## config.mk

```make
export PLATFORM = sky130hd
export DESIGN_NAME = rf_wport_arb
export DESIGN_NICKNAME = d
export VERILOG_FILES = /design/src/rtl/rf_wport_arb.sv
export SDC_FILE = /design/constraint.sdc
export NUM_CORES = 1
export LEC_CHECK = 0
export CORE_MARGIN = 2
export CORE_UTILIZATION = 40
export DETAILED_ROUTE_END_ITERATION = 8
export PLACE_DENSITY = 0.72
export SLEW_MARGIN = 5
export SYNTH_ARGS = -nofsm -noshare
export SYNTH_HDL_FRONTEND = slang
export SYNTH_SLANG_ARGS = --single-unit
```

## constraint.sdc

```tcl
create_clock -name clk_i -period 3 [get_ports clk_i]
set_input_delay 0.45 -clock clk_i [delete_from_list [all_inputs] [get_ports clk_i]]
set_output_delay 0.45 -clock clk_i [all_outputs]
set_load 0.05 [all_outputs]
```

## src/rtl/rf_wport_arb.sv

```systemverilog
// Register-file write-port arbiter: pipeline writeback vs buffered multicycle
// results, with a one-cycle drain stall when a buffered result starves.
module rf_wport_arb #(
  parameter int FIFO_DEPTH   = 2,
  parameter int STARVE_LIMIT = 3
) (
  input  logic        clk_i,
  input  logic        rst_ni,
  input  logic        wb_v_i,
  input  logic [4:0]  wb_rd_i,
  input  logic [31:0] wb_data_i,
  input  logic        mc_v_i,
  input  logic [4:0]  mc_rd_i,
  input  logic [31:0] mc_data_i,
  output logic        mc_ready_o,
  output logic        rf_w_v_o,
  output logic [4:0]  rf_rd_o,
  output logic [31:0] rf_data_o,
  output logic        stall_v_o
);

  localparam int AW = (FIFO_DEPTH > 1) ? $clog2(FIFO_DEPTH) : 1;
  localparam int CW = $clog2(FIFO_DEPTH + 1);
  localparam int SW = $clog2(STARVE_LIMIT + 1);

  typedef enum logic [1:0] {IDLE, WAIT, DRAIN} state_e;

  state_e        state_q, state_d;
  logic [AW-1:0] wptr_q, wptr_d;
  logic [AW-1:0] rptr_q, rptr_d;
  logic [CW-1:0] cnt_q, cnt_d;
  logic [SW-1:0] starve_q, starve_d;
  logic [SW-1:0] starve_inc;

  logic [4:0]  rd_mem_q   [FIFO_DEPTH];
  logic [31:0] data_mem_q [FIFO_DEPTH];

  logic full, empty, push, pop, wb_win;
  logic [4:0]  win_rd;
  logic [31:0] win_data;

  assign full  = (cnt_q == CW'(FIFO_DEPTH));
  assign empty = (cnt_q == '0);
  assign mc_ready_o = !full;
  assign push = mc_v_i && !full;

  assign wb_win = wb_v_i && (state_q != DRAIN);
  assign pop    = !wb_win && !empty;

  assign win_rd   = wb_win ? wb_rd_i : rd_mem_q[rptr_q];
  assign win_data = wb_win ? wb_data_i : data_mem_q[rptr_q];

  // x0 writes still consume their slot; only the enable is suppressed
  assign rf_w_v_o  = rst_ni && (wb_win || pop) && (win_rd != 5'd0);
  assign rf_rd_o   = win_rd;
  assign rf_data_o = win_data;
  assign stall_v_o = (state_q == DRAIN);

  assign starve_inc = (starve_q == SW'(STARVE_LIMIT)) ? starve_q
                                                     : starve_q + SW'(1);

  always_comb begin
    wptr_d   = push ? wptr_q + AW'(1) : wptr_q;
    rptr_d   = pop  ? rptr_q + AW'(1) : rptr_q;
    cnt_d    = cnt_q;
    starve_d = '0;
    state_d  = state_q;
    unique case ({push, pop})
      2'b10:   cnt_d = cnt_q + CW'(1);
      2'b01:   cnt_d = cnt_q - CW'(1);
      default: cnt_d = cnt_q;
    endcase
    if (!empty && !pop) starve_d = starve_inc;
    unique case (state_q)
      IDLE: if (push) state_d = WAIT;
      WAIT: begin
        if (cnt_d == '0)
          state_d = IDLE;
        else if (!pop && starve_inc == SW'(STARVE_LIMIT))
          state_d = DRAIN;
      end
      DRAIN: state_d = (cnt_d != '0) ? WAIT : IDLE;
      default: state_d = IDLE;
    endcase
  end

  always_ff @(posedge clk_i or negedge rst_ni) begin
    if (!rst_ni) begin
      state_q  <= IDLE;
      wptr_q   <= '0;
      rptr_q   <= '0;
      cnt_q    <= '0;
      starve_q <= '0;
    end else begin
      state_q  <= state_d;
      wptr_q   <= wptr_d;
      rptr_q   <= rptr_d;
      cnt_q    <= cnt_d;
      starve_q <= starve_d;
    end
  end

  always_ff @(posedge clk_i) begin
    if (push) begin
      rd_mem_q[wptr_q]   <= mc_rd_i;
      data_mem_q[wptr_q] <= mc_data_i;
    end
  end

endmodule

```

==> flow_summary.toml, run 1 <==
[route]
postRouteAntennaNets = 0
route.detailed.wl_per_inst_um = 14.5
drt_first_iter_violations = 110
detail_route.wirelength_um = 6850
total_vias_in_the_final_route = 2226
detail_route.drc_violations = 0
viasPerCell = 4.73
dr.pass1.iters = 6

[synth]
ys_top_cells_by_area = "edfxtp_1, mux2i_1, dfrtp_1"
synth_area_per_cell_um2 = 14.4
synth_warnings = 0
synth_seq_cells = 82
netlist_area_um2 = 3420
yosysTopAreaCellShare_pct = 65.0
muxShareOfSynthArea_pct = 12.4
largest_family_of_logic_cells_by_synthesized_area = "multiplexers"
synth_compound_gate_area_share_pct = 6.29
synth_largest_area_cell = "edfxtp_1"
synth.yosys.seq_area_share_pct = 70.8
post_synth_fa_ha_maj_area_fraction_pct = 0.366
synth_simple_gate_area_share_pct = 7.35
syn_inst = 237
postSynthNetCount = 316
yosys.area_share.xor_xnor_pct = 1.02
post_synth_num_cell_types = 26

[power]
irDropWorstVdd_mv = 0.421
power_leakage_nw = 2.02
power_density_nw_per_um2 = 868

[placed_design]
pre_cts_ws_ns = 0.352
io_buffers = 117
dpl.hpwl_um = 4950
final_weighted_congestion_in_routability_driven_placement = 0.693

[critical_path]
crit_arrival_ns = 2.32
crit-reg2reg-launch = "state_q[0]"
cp-end-kind = "primary output"
reg2reg_depth = 9
crit_chain = "nor2b_2 > nand2b_4 > mux2_4 > or3_1 > o31a_1 > buf_12"
startpoint_type = "flop"
data_required_time_at_the_worst_endpoint_ns = 2.55
critical_path_class = "reg -> out"
critical_path.max_stage_delay_ns = 0.42
critical_path_peak_fanout = 6
endpoint_of_the_most_critical_register_to_register_path = "state_q[0]"
cp_max_delay_cell = "dfrtp_1"
reg2reg_setup_slack_ns = 0.93

[final_layout]
post_route_cells_drive_above_1_share_pct = 18.6
antenna_cells = 0
postLayoutCoreUtil_pct = 64.2
area_delta_synth_final_pct = 55.1
fin_nets = 440

[sta]
max_freq_mhz = 362
final_max_slew_viol_count = 0
timing.max_slew.rel_slack_pct = 66.5
finalClockSkew_ns = 0.0154
timing_worst_slew_pin_value_ns = 0.503
layout_min_cycle_time_ns = 2.77
finalSetupViolCount = 0
fin_crit_sh_pct = 92.2
final-hold-violation-count = 0
setup_total_negative_slack_ns = 0
setup_slack_ns = 0.234
grt_setup_unrepaired = "false"

[floorplan]
placeable_area_um2 = 8260
chipWidth_um = 96.5
initial_core_util_pct = 41.4
fp-row-count = 33
ios = 118
die_area_um2 = 9300
die_extent_in_y_um = 96.5

[clock_network]
worst_setup_hold_path_clk_slew_ns = 0.09
clock_latency_at_the_later_pin_of_the_worst_skew_pair_ns = 0.34
clock_path_buffers = 2
post-cts-setup-buffers = 0
numClockSinks = 82
clockRootBuffer = "clkbuf_8"
cts_hold_repair.buffers = 0
cts_tree = "built"
ctsResizeCount = 0
max_h_tree_level = 3
tritoncts.num_buffers = 9

[grt]
first_pass_grt_wire_length_um = 10300
grt_pass1_vias = 2186
grt_antenna_before_repair = 0
groute.usage.overall_pct = 14.9
grt_start_max_net_pins = 38
global_route.overflow_total = 0

[status]
run_status = "finished clean"

[job]
timing.max_cap.violations = 0

[min_path]
worstHoldPathType = "in -> async"
-- state kept, by name, summed over array words and instances (netlist names) --
signal	flops
rptr_q	1
wptr_q	1
rd_mem_q	10
state_q	2
cnt_q	2
starve_q	2
data_mem_q	64
-- area by class of cell --
class | count | area, µm²
clock buffer | 11 | 131
multi-input combinational | 143 | 956
timing repair buffer | 125 | 1580
sequential | 82 | 2420
clock inverter | 5 | 78.8
tap | 105 | 131
fill | 621 | 2960
-- cell usage after synthesis --
cell type  instances
a21boi_0           1
a21oi_1            1
a31oi_1            1
and3_1             1
buf_2              6
buf_6              1
clkbuf_1           5
dfrtp_1            8
edfxtp_1          74
ha_1               1
mux2_2             2
mux2_4             4
mux2i_1           34
nand2_1           37
nand2b_1           1
nand2b_4           1
nand3b_1           1
nor2_1             7
nor2b_1            5
nor3_1             3
o21a_1             1
o21ai_1           36
o31a_1             1
or3_1              1
xnor2_1            2
xor2_1             2
-- worst max path at each step --
| stage | startpoint | endpoint | slack [ns] | cells after the start |
|---|---|---|---|---|
| after floorplan | state_q[0] | rf_w_v_o | 0.04 | 5 |
| after global placement | wb_v_i | rf_w_v_o | 0.38 | 6 |
| after detailed placement | wb_v_i | rf_w_v_o | 0.35 | 6 |
| after CTS | state_q[0] | rf_w_v_o | 0.20 | 6 |
| after global routing | state_q[0] | rf_w_v_o | 0.14 | 6 |
| final | state_q[0] | rf_w_v_o | 0.23 | 6 |
-- stage by stage --
step	cells	cell area (µm²)	hold WS, ns	power [mW]
after floorplan	237	3420	0.154	2.91
after global placement	455	5090	0.435	3.77
after detailed placement	455	5090	0.459	3.82
after CTS	471	5300	0.366	4.66
after global routing	471	5300	0.380	4.82
final	471	5300	0.378	4.60
-- layout by cell type, fill, tap and decap left out, drive strengths merged --
cell type / n
clkdlybuf4s50: 82
edfxtp: 74
buf: 43
nand2: 37
o21ai: 36
mux2i: 34
clkbuf: 11
dfrtp: 8
nor2: 7
mux2: 6
nor2b: 5
nor3: 3
xnor2: 2
xor2: 2
clkinvlp: 2
bufinv: 2
nand2b: 2
and3: 1
or3: 1
a21boi: 1
o31a: 1
a21oi: 1
nand3b: 1
o21a: 1
a31oi: 1
ha: 1
clkinv: 1
-- routing by layer --
layer	part of all wire (%)	track usage, %	vias to the layer above
met3	7.5	4.03	10
met4	1.5	6.57	0
met5	0	0	-
met1	40	16.6	1026
li1	-	-	1118
met2	51	26.5	72
-- report_power, final --
part           switching [mW]  internal, mW
clock                   0.374         0.467
combinational            1.16         0.932
sequential              0.101          1.57
total                    1.64          2.96
-- logic make-up (layout without fill, tap and decap cells) --
kind of cell             Yosys count  in the layout
AND/OR/NAND/NOR                   57             57
XOR/XNOR                           4              4
adder cells (fa/ha/maj)            1              1
AO/OA/AOI/OAI                     41             41
flip-flops                        82             82
multiplexers                      40             40
buffers and inverters             12            141
-- critical path: cells and delay by family (launching register included) --
family,cells,cell delay [ns]
compound gates,1,0.28
buf+inv,1,0.16
flops,1,0.42
mux,1,0.31
simple gates,3,0.80
Power figures use the tool's default switching activity.
==> run 2, diff against run 1 <==
==> constraint.sdc (replaced) <==
create_clock -name clk_i -period 3 [get_ports clk_i]
set_input_delay 0.6 -clock clk_i [delete_from_list [all_inputs] [get_ports clk_i]]
set_output_delay 0.6 -clock clk_i [all_outputs]
set_load 0.05 [all_outputs]
==> flow_summary.toml, run 2 (synthesis gave the netlist of run 1 again) <==
[grt]
first_pass_grt_wire_length_um = 11000
groute.usage.overall_pct = 16.0
grt_start_max_net_pins = 38
grt_antenna_before_repair = 0
grt_pass1_vias = 2303
global_route.overflow_total = 0

[final_layout]
non_filler_instances = 471
post_route_cells_drive_above_1_share_pct = 19.9
top_register = "data_mem_q"
most_frequent_standard_cell_in_the_layout_excluding_fill_and_tap_cells = "clkdlybuf4s50_1"
area_delta_synth_final_pct = 56.8
antenna_cells = 0
max_ffs_per_register = 64
top_regs = "data_mem_q x64, rd_mem_q x10"
fillCellCount = 605
layout.cells.most_common_list = "clkdlybuf4s50_1, edfxtp_1, buf_12"
fin_nets = 440

[floorplan]
initial_core_util_pct = 41.4
ios = 118
placeable_area_um2 = 8260
fp-row-count = 33
chipWidth_um = 96.5
die_area_um2 = 9300
die_extent_in_y_um = 96.5

[critical_path]
crit_chain = "clkdlybuf4s50_1 > nand2b_4 > mux2_4 > or3_1 > o31a_1 > buf_12"
reg2reg_depth = 10
critical-path-top-delay-family = "buffers and inverters"
critical_path.max_stage_delay_ns = 0.53
critical_path_peak_fanout = 6
crit_arrival_ns = 2.36
startpoint_type = "input port"
critical_path_class = "in -> out"
reg2reg_setup_slack_ns = 0.75
crit-reg2reg-launch = "state_q[1]"
cp.buffers_inverters = 2
cp-end-kind = "primary output"
endpoint_of_the_most_critical_register_to_register_path = "state_q[0]"
data_required_time_at_the_worst_endpoint_ns = 2.40
cp_max_delay_cell = "clkdlybuf4s50_1"

[clock_network]
clockRootBuffer = "clkbuf_8"
cts_hold_repair.buffers = 0
post-cts-setup-buffers = 0
tritoncts.num_buffers = 9
worst_setup_hold_path_clk_slew_ns = 0.07
clock_path_buffers = 2
max_h_tree_level = 3
ctsResizeCount = 0
cts_tree = "built"
clock_latency_at_the_later_pin_of_the_worst_skew_pair_ns = 0.34
numClockSinks = 82

[min_path]
worstHoldPathType = "in -> async"

[route]
viasPerCell = 4.87
total_vias_in_the_final_route = 2294
detail_route.drc_violations = 0
drt_first_iter_violations = 87
route.detailed.wl_per_inst_um = 15.2
detail_route.wirelength_um = 7160
postRouteAntennaNets = 0
dr.pass1.iters = 4

[sta]
grt_setup_unrepaired = "false"
final_max_slew_viol_count = 0
layout_min_cycle_time_ns = 2.96
timing.max_slew.rel_slack_pct = 64.7
max_freq_mhz = 338
timing_worst_slew_pin_value_ns = 0.528
finalClockSkew_ns = 0.00941
final-hold-violation-count = 0
finalSetupViolCount = 0
setup_total_negative_slack_ns = 0
fin_crit_sh_pct = 98.7

[placed_design]
dpl.hpwl_um = 5370
dp_cells = 455
io_buffers = 117
final_weighted_congestion_in_routability_driven_placement = 0.674

[power]
power_density_nw_per_um2 = 880
power_leakage_nw = 2.05
irDropWorstVdd_mv = 0.434

[job]
timing.max_cap.violations = 0

[status]
run_status = "finished clean"
## run 2: changes by cell type in the layout (fill, tap and decap cells not counted), moves of 2 or more
cell             change
buf_12               +3
clkdlybuf4s50_1      -3
o21ai_1              -2
o21ai_2              +2
## run 2: how the worst max path moves through the flow
| stage | startpoint | endpoint | cells after the start |
|---|---|---|---|
| floorplan | state_q[0] | rf_w_v_o | 5 |
| CTS | wb_v_i | rf_w_v_o | 6 |
| detailed placement | wb_v_i | rf_w_v_o | 6 |
| finish | wb_v_i | rf_w_v_o | 6 |
| global placement | wb_v_i | rf_w_v_o | 6 |
| global route | wb_v_i | rf_w_v_o | 6 |
## run 2: stage by stage
stage	area, µm²	hold slack, ns	worst slack [ns]	util (%)	total power [mW]
2_1_floorplan	3430	0.304	0.0209	-	2.91
3_3_place_gp	5130	0.436	0.0811	62.1	3.80
3_5_place_dp	5130	0.458	0.0360	62.1	3.85
4_1_cts	5360	0.423	0.0327	64.9	4.77
5_1_grt	5360	0.439	0.00250	64.9	4.94
6_report	5360	0.441	0.0391	64.9	4.72
## run 2: per-layer routing
layer | vias up | routed length, µm | global-route usage [%]
li1 | 1130 | - | -
met1 | 1080 | 2870 | 19.1
met2 | 72 | 3740 | 27.9
met3 | 12 | 455 | 3.80
met4 | 0 | 99 | 6.34
met5 | - | 0 | 0
## run 2: cell type report
cell class | instances | area [µm²] | area share [%]
Clock buffer | 10 | 128 | 2.38
Clock inverter | 6 | 105 | 1.96
Multi-Input combinational cell | 143 | 963 | 18.0
Sequential cell | 82 | 2420 | 45.2
Tap cell | 105 | 131 | 2.45
Timing Repair Buffer | 125 | 1610 | 30.1
## run 2: power breakdown
group	internal [mW]	leakage, nW	switching (mW)
Sequential	1.57	0.785	0.106
Clock	0.548	0.112	0.375
Combinational	0.954	1.15	1.17
